==> src/rtl/uart_pkg.sv <==
// Shared UART definitions: default line parameters (common with the transmitter),
// the bit-period counter width and the receiver state encoding.
package uart_pkg;

  localparam int unsigned SYSFREQ_DEFAULT  = 50_000_000;
  localparam int unsigned BAUDRATE_DEFAULT = 115_200;
  localparam int unsigned CNT_W            = 10;

  // Prefixed so the DATA state cannot collide with the DATA port.
  typedef enum logic [2:0] {
    S_WAIT_HIGH = 3'd0,
    S_IDLE      = 3'd1,
    S_START     = 3'd2,
    S_DATA      = 3'd3,
    S_STOP      = 3'd4
  } rx_state_e;

  function automatic int unsigned cycles_per_bit(input int unsigned freq,
                                                 input int unsigned baud);
    return freq / baud;
  endfunction

endpackage

==> src/rtl/uart_rx_sync.sv <==
// Two-flop synchroniser for the asynchronous RX line; resets to the idle-high level.
module uart_rx_sync (
  input  logic SYSCLK,
  input  logic RST_N,
  input  logic D,
  output logic Q
);

  logic meta;

  // NOTE: flops use non-blocking assignments so every register samples the
  // pre-edge values and the two stages cannot collapse into one.
  always_ff @(posedge SYSCLK) begin
    if (!RST_N) begin
      meta <= 1'b1;
      Q    <= 1'b1;
    end else begin
      meta <= D;
      Q    <= meta;
    end
  end

endmodule

==> src/rtl/uart_rx.sv <==
// 8N1 UART receiver: mid-bit sampling, LSB-first assembly, stop-bit check,
// byte held for the host with ready/overrun/framing-error status.
module uart_rx
  import uart_pkg::*;
#(
  parameter int unsigned sysfreq      = SYSFREQ_DEFAULT,
  parameter int unsigned baudrate     = BAUDRATE_DEFAULT,
  parameter int unsigned counterLimit = cycles_per_bit(sysfreq, baudrate),
  parameter int unsigned halfLimit    = counterLimit / 2
) (
  input  logic       SYSCLK,
  input  logic       RST_N,
  input  logic       RX_PIN,
  output logic [7:0] DATA,
  output logic       DATA_READY,
  input  logic       READ,
  output logic       BUSY_FLAG,
  output logic       ERROR_FLAG,
  output logic       OVERRUN_FLAG
);

  // counterLimit must lie in [4, 1023] so both terminal counts fit the counter.
  localparam logic [CNT_W-1:0] CNT_LAST  = CNT_W'(counterLimit - 1);
  localparam logic [CNT_W-1:0] HALF_LAST = CNT_W'(halfLimit - 1);

  logic             rx_s;
  rx_state_e        state, state_n;
  logic [CNT_W-1:0] cnt, cnt_n;
  logic [2:0]       bit_cnt, bit_cnt_n;
  logic [7:0]       shift, shift_n;
  logic [7:0]       data_q, data_n;
  logic             ready_q, ready_n;
  logic             err_q, err_n;
  logic             ovr_q, ovr_n;

  uart_rx_sync u_sync (
    .SYSCLK (SYSCLK),
    .RST_N  (RST_N),
    .D      (RX_PIN),
    .Q      (rx_s)
  );

  always_ff @(posedge SYSCLK) begin
    if (!RST_N) begin
      state   <= S_WAIT_HIGH;
      cnt     <= '0;
      bit_cnt <= '0;
      shift   <= '0;
      data_q  <= '0;
      ready_q <= 1'b0;
      err_q   <= 1'b0;
      ovr_q   <= 1'b0;
    end else begin
      state   <= state_n;
      cnt     <= cnt_n;
      bit_cnt <= bit_cnt_n;
      shift   <= shift_n;
      data_q  <= data_n;
      ready_q <= ready_n;
      err_q   <= err_n;
      ovr_q   <= ovr_n;
    end
  end

  // NOTE: every signal gets a default before the case so no path leaves one
  // unassigned, which would otherwise infer a latch.
  always_comb begin
    state_n   = state;
    cnt_n     = cnt;
    bit_cnt_n = bit_cnt;
    shift_n   = shift;
    data_n    = data_q;
    ready_n   = ready_q;
    err_n     = 1'b0;
    ovr_n     = ovr_q;

    if (READ && ready_q) begin
      ready_n = 1'b0;
      ovr_n   = 1'b0;
    end

    unique case (state)
      S_WAIT_HIGH: begin
        if (rx_s) state_n = S_IDLE;
      end

      S_IDLE: begin
        if (!rx_s) begin
          state_n = S_START;
          cnt_n   = '0;
        end
      end

      S_START: begin
        if (cnt == HALF_LAST) begin
          cnt_n     = '0;
          bit_cnt_n = '0;
          state_n   = rx_s ? S_IDLE : S_DATA;
        end else begin
          cnt_n = cnt + 1'b1;
        end
      end

      S_DATA: begin
        if (cnt == CNT_LAST) begin
          cnt_n     = '0;
          shift_n   = {rx_s, shift[7:1]};
          bit_cnt_n = bit_cnt + 1'b1;
          if (bit_cnt == 3'd7) state_n = S_STOP;
        end else begin
          cnt_n = cnt + 1'b1;
        end
      end

      S_STOP: begin
        if (cnt == CNT_LAST) begin
          cnt_n = '0;
          if (rx_s) begin
            // A concurrent READ acknowledges the old byte, so no overrun then.
            data_n  = shift;
            ready_n = 1'b1;
            if (ready_q && !READ) ovr_n = 1'b1;
            state_n = S_IDLE;
          end else begin
            err_n   = 1'b1;
            state_n = S_WAIT_HIGH;
          end
        end else begin
          cnt_n = cnt + 1'b1;
        end
      end

      default: state_n = S_WAIT_HIGH;
    endcase
  end

  assign DATA         = data_q;
  assign DATA_READY   = ready_q;
  assign ERROR_FLAG   = err_q;
  assign OVERRUN_FLAG = ovr_q;
  assign BUSY_FLAG    = (state != S_IDLE);

endmodule

==> config.mk <==
export PLATFORM = sky130hd
export DESIGN_NAME = uart_rx
export DESIGN_NICKNAME = d
export VERILOG_FILES = /design/src/rtl/uart_pkg.sv /design/src/rtl/uart_rx_sync.sv /design/src/rtl/uart_rx.sv
export SDC_FILE = /design/constraint.sdc
export NUM_CORES = 1
export LEC_CHECK = 0
export CELL_PAD_IN_SITES_DETAIL_PLACEMENT = 1
export CELL_PAD_IN_SITES_GLOBAL_PLACEMENT = 1
export CORE_ASPECT_RATIO = 0.6
export CORE_MARGIN = 2
export CORE_UTILIZATION = 41
export CTS_BUF_LIST = sky130_fd_sc_hd__clkbuf_4
export CTS_CLUSTER_SIZE = 20
export DETAILED_ROUTE_END_ITERATION = 8
export PLACE_DENSITY = 0.83
export SLEW_MARGIN = 0
export SYNTH_ARGS = -nofsm -noshare
export SYNTH_HDL_FRONTEND = slang
export SYNTH_HIERARCHICAL = 1
export SYNTH_SLANG_ARGS = --single-unit
export TNS_END_PERCENT = 50
==> constraint.sdc <==
create_clock -name SYSCLK -period 2.5 [get_ports SYSCLK]
set_input_delay 0.75 -clock SYSCLK [delete_from_list [all_inputs] [get_ports SYSCLK]]
set_output_delay 0.75 -clock SYSCLK [all_outputs]
set_load 0.01 [all_outputs]
==> summary.txt, run 1 <==
Final setup viols: 0
First-pass GRT wire length: 7.762 mm
Final setup margin: 0.1136 ns
CTS H-Tree Depth: 2
# DRC: 0
Pleak: 0.8326 nW
CP Class: reg -> out
N_diodes: 0
Synth cell count leaders: dfxtp_1, nor2b_1, mux2i_1
Clock skew: 0.007839 ns
Average wire per standard cell: 17.46 um
Largest net degree at the start of global routing: 21
Critical path peak fanout: 4
Status: finished, final reports clean
Clk sink count: 37
Post-CTS setup buffers: 0
Total CTS buffers: 5
Vias in the first global route: 1569
Pwr/cell area: 797.3 nW/um2
Layout cells sized above 1: 10.68%
Worst path required time: 1.75 ns
Syn_area_per_cell: 9.850 um2
CTS max path bufs: 2
Total gr overflow: 0
Slew Limit Fails: 0
Adder-Cell Fraction of Synth Area: 3.378%
Worst skew pair latency: 0.34 ns
Core Rows: 18
Max-Cap Viols: 0
Synth warn: 6
Fin crit share: 95.46%
Peak VDD IR: 318.2 uV
Initial antenna violation count: 0
Unique masters post-synth: 55
Die Ht: 56.06 um
Post-synth EDFFs: 0
Slew @ Worst Pin: 0.6235 ns
DP Area: 2058 um2
Tmin final: 2.386 ns
Final wirelength: 4.644 mm
Total GRT Usage: 19.43%
Vias: 1493
Arrival @ worst endpoint: 1.64 ns
Worst rel slew slack: 58.43%
WHS: 0.4327 ns
Mux cell area share after synthesis: 9.730%
Largest family of logic cells by synthesized area: simple AND/OR/NAND/NOR gates
Root Driver: clkbuf_4
Remaining antenna violation count: 0
Crit path launch type: flop
RSZ-0062 raised after global routing: false
Register area share after synthesis: 40.00%
Post-synthesis cell area: 1852 um2
Hold depth: 1
R2R depth: 7
Setup TNS: 0 ns
Most common cell in the netlist: dfxtp_1
Share of Yosys cell area claimed by the top area cell type: 40.00%
Core Box Area: 4212 um2
Fmax: 0.4190 GHz
Syn Inst Count: 188
Num ports: 16
Pre-CTS WS: 0.3930 ns
Crit. End Element: primary output
Final instance area: 2140 um2
Initial DRC Count: 70
Number of nets in the layout: 214
Initial Util: 43.97%
Clk slew on worst S/H paths: 0.11 ns
Hold/Removal Path Class: reg -> reg
Post-synthesis simple-gate area fraction: 28.99%
TritonCTS clock tree: done
Synth Register Bits: 37
Mapped Nets: 197
Post-CTS Resized: 0
Synth async-reset ratio: 0%
Area grow syn2layout: 15.54%
Overall die width: 90.76 um
Via density: 5.613
Port buffer count: 15
Biggest area consumer among synthesized cells: dfxtp_1
Layout Utilization: 50.80%
Complex-gate fraction of the synthesized area: 12.84%
Post-DP HPWL: 3.420 mm
Die area: 5088 um2
Synth top area cells: dfxtp_1, mux2i_1, nor2b_1
Gpl congestion: 0.9030
Hold buffers post-CTS: 0
Synth Area in XOR/XNOR: 1.419%
Main flop type after synthesis: dfxtp_1
Final hold vios: 0
First-pass detailed-route iteration total: 4
[routing by layer]
metal,up-vias,global-route usage (%),part of all wire [%]
met5,-,0,0
met4,0,9.011,1.9
met3,10,3.930,4.5
met2,44,32.41,46
met1,723,24.33,47
li1,716,-,-
[sequential cells by signal, summed over array words and instances, names as in the netlist, named ones only]
register     count
state            3
cnt             10
u_sync/meta      1
bit_cnt          3
DATA             8
u_sync/Q         1
ERROR_FLAG       1
DATA_READY       1
shift            8
[critical path, cell delays in order (launching register included)]
cell	delay (ns)
dfxtp_1	0.34
inv_1	0.09
or3_1	0.38
clkdlybuf4s50_1	0.49
[through the flow]
step	cells	power [W]
2_1_floorplan	188	0.001145
3_3_place_gp	258	0.001234
3_5_place_dp	258	0.001278
4_1_cts	266	0.001709
5_1_grt	266	0.001799
6_report	266	0.001706
[layout by cell type, fill, tap and decap left out, types with 2 or more instances in the layout]
cell type        count
a21boi_0             3
a21oi_1              2
and2b_1              2
buf_4                4
clkbuf_4             6
clkdlybuf4s50_1     15
dfxtp_1             35
dfxtp_2              2
ha_1                 5
inv_1                5
mux2i_1             18
nand2_1              9
nand2b_1             7
nand3_1              6
nand4_1              4
nor2_1              10
nor2b_1             20
nor3_1               4
nor3b_1              3
nor4b_1              2
o21ai_0              5
o31ai_1              3
xor2_1               2
[cells by family (layout without fill, tap and decap cells)]
group,count (synthesis),count (layout)
DFF,37,37
muxes,18,18
and+or+nand+nor,82,82
AOI/OAI and AO/OA,29,29
adders and majority gates,5,5
buffers and inverters,14,32
xor gates and xnor gates,3,3
[worst paths after layout]
path	start	end	slack (ns)
setup / recovery	state[0]	BUSY_FLAG	0.11
hold / removal	u_sync/meta	u_sync/Q	0.43
setup reg to reg	cnt[0]	cnt[7]	0.33
hold reg to reg	u_sync/meta	u_sync/Q	0.43
[area by class of cell]
class	count	area [um2]
Sequential cell	37	743.2
Timing Repair Buffer	19	180.2
Multi-Input combinational cell	137	1044
Tap cell	60	75.07
Clock buffer	6	45.04
Inverter	5	18.77
Clock inverter	2	33.78
Fill cell	490	2072
[power breakdown]
| part | leakage (nW) | internal [W] | switching (W) |
|---|---|---|---|
| registers | 0.300 | 0.000624 | 0.0000657 |
| logic | 0.489 | 0.000216 | 0.000383 |
| clock network | 0.0433 | 0.000219 | 0.000198 |
Note: power is estimated with default switching activity, not from simulation.
==> run 2, diff against run 1 <==
--- a/config.mk
+++ b/config.mk
@@ -14,7 +14,6 @@
 export CTS_CLUSTER_SIZE = 20
 export DETAILED_ROUTE_END_ITERATION = 8
 export PLACE_DENSITY = 0.83
-export SLEW_MARGIN = 0
 export SYNTH_ARGS = -nofsm -noshare
 export SYNTH_HDL_FRONTEND = slang
 export SYNTH_HIERARCHICAL = 1
==> results of run 2 <==
Final layout, timing and power as in run 1 (identical DEF).
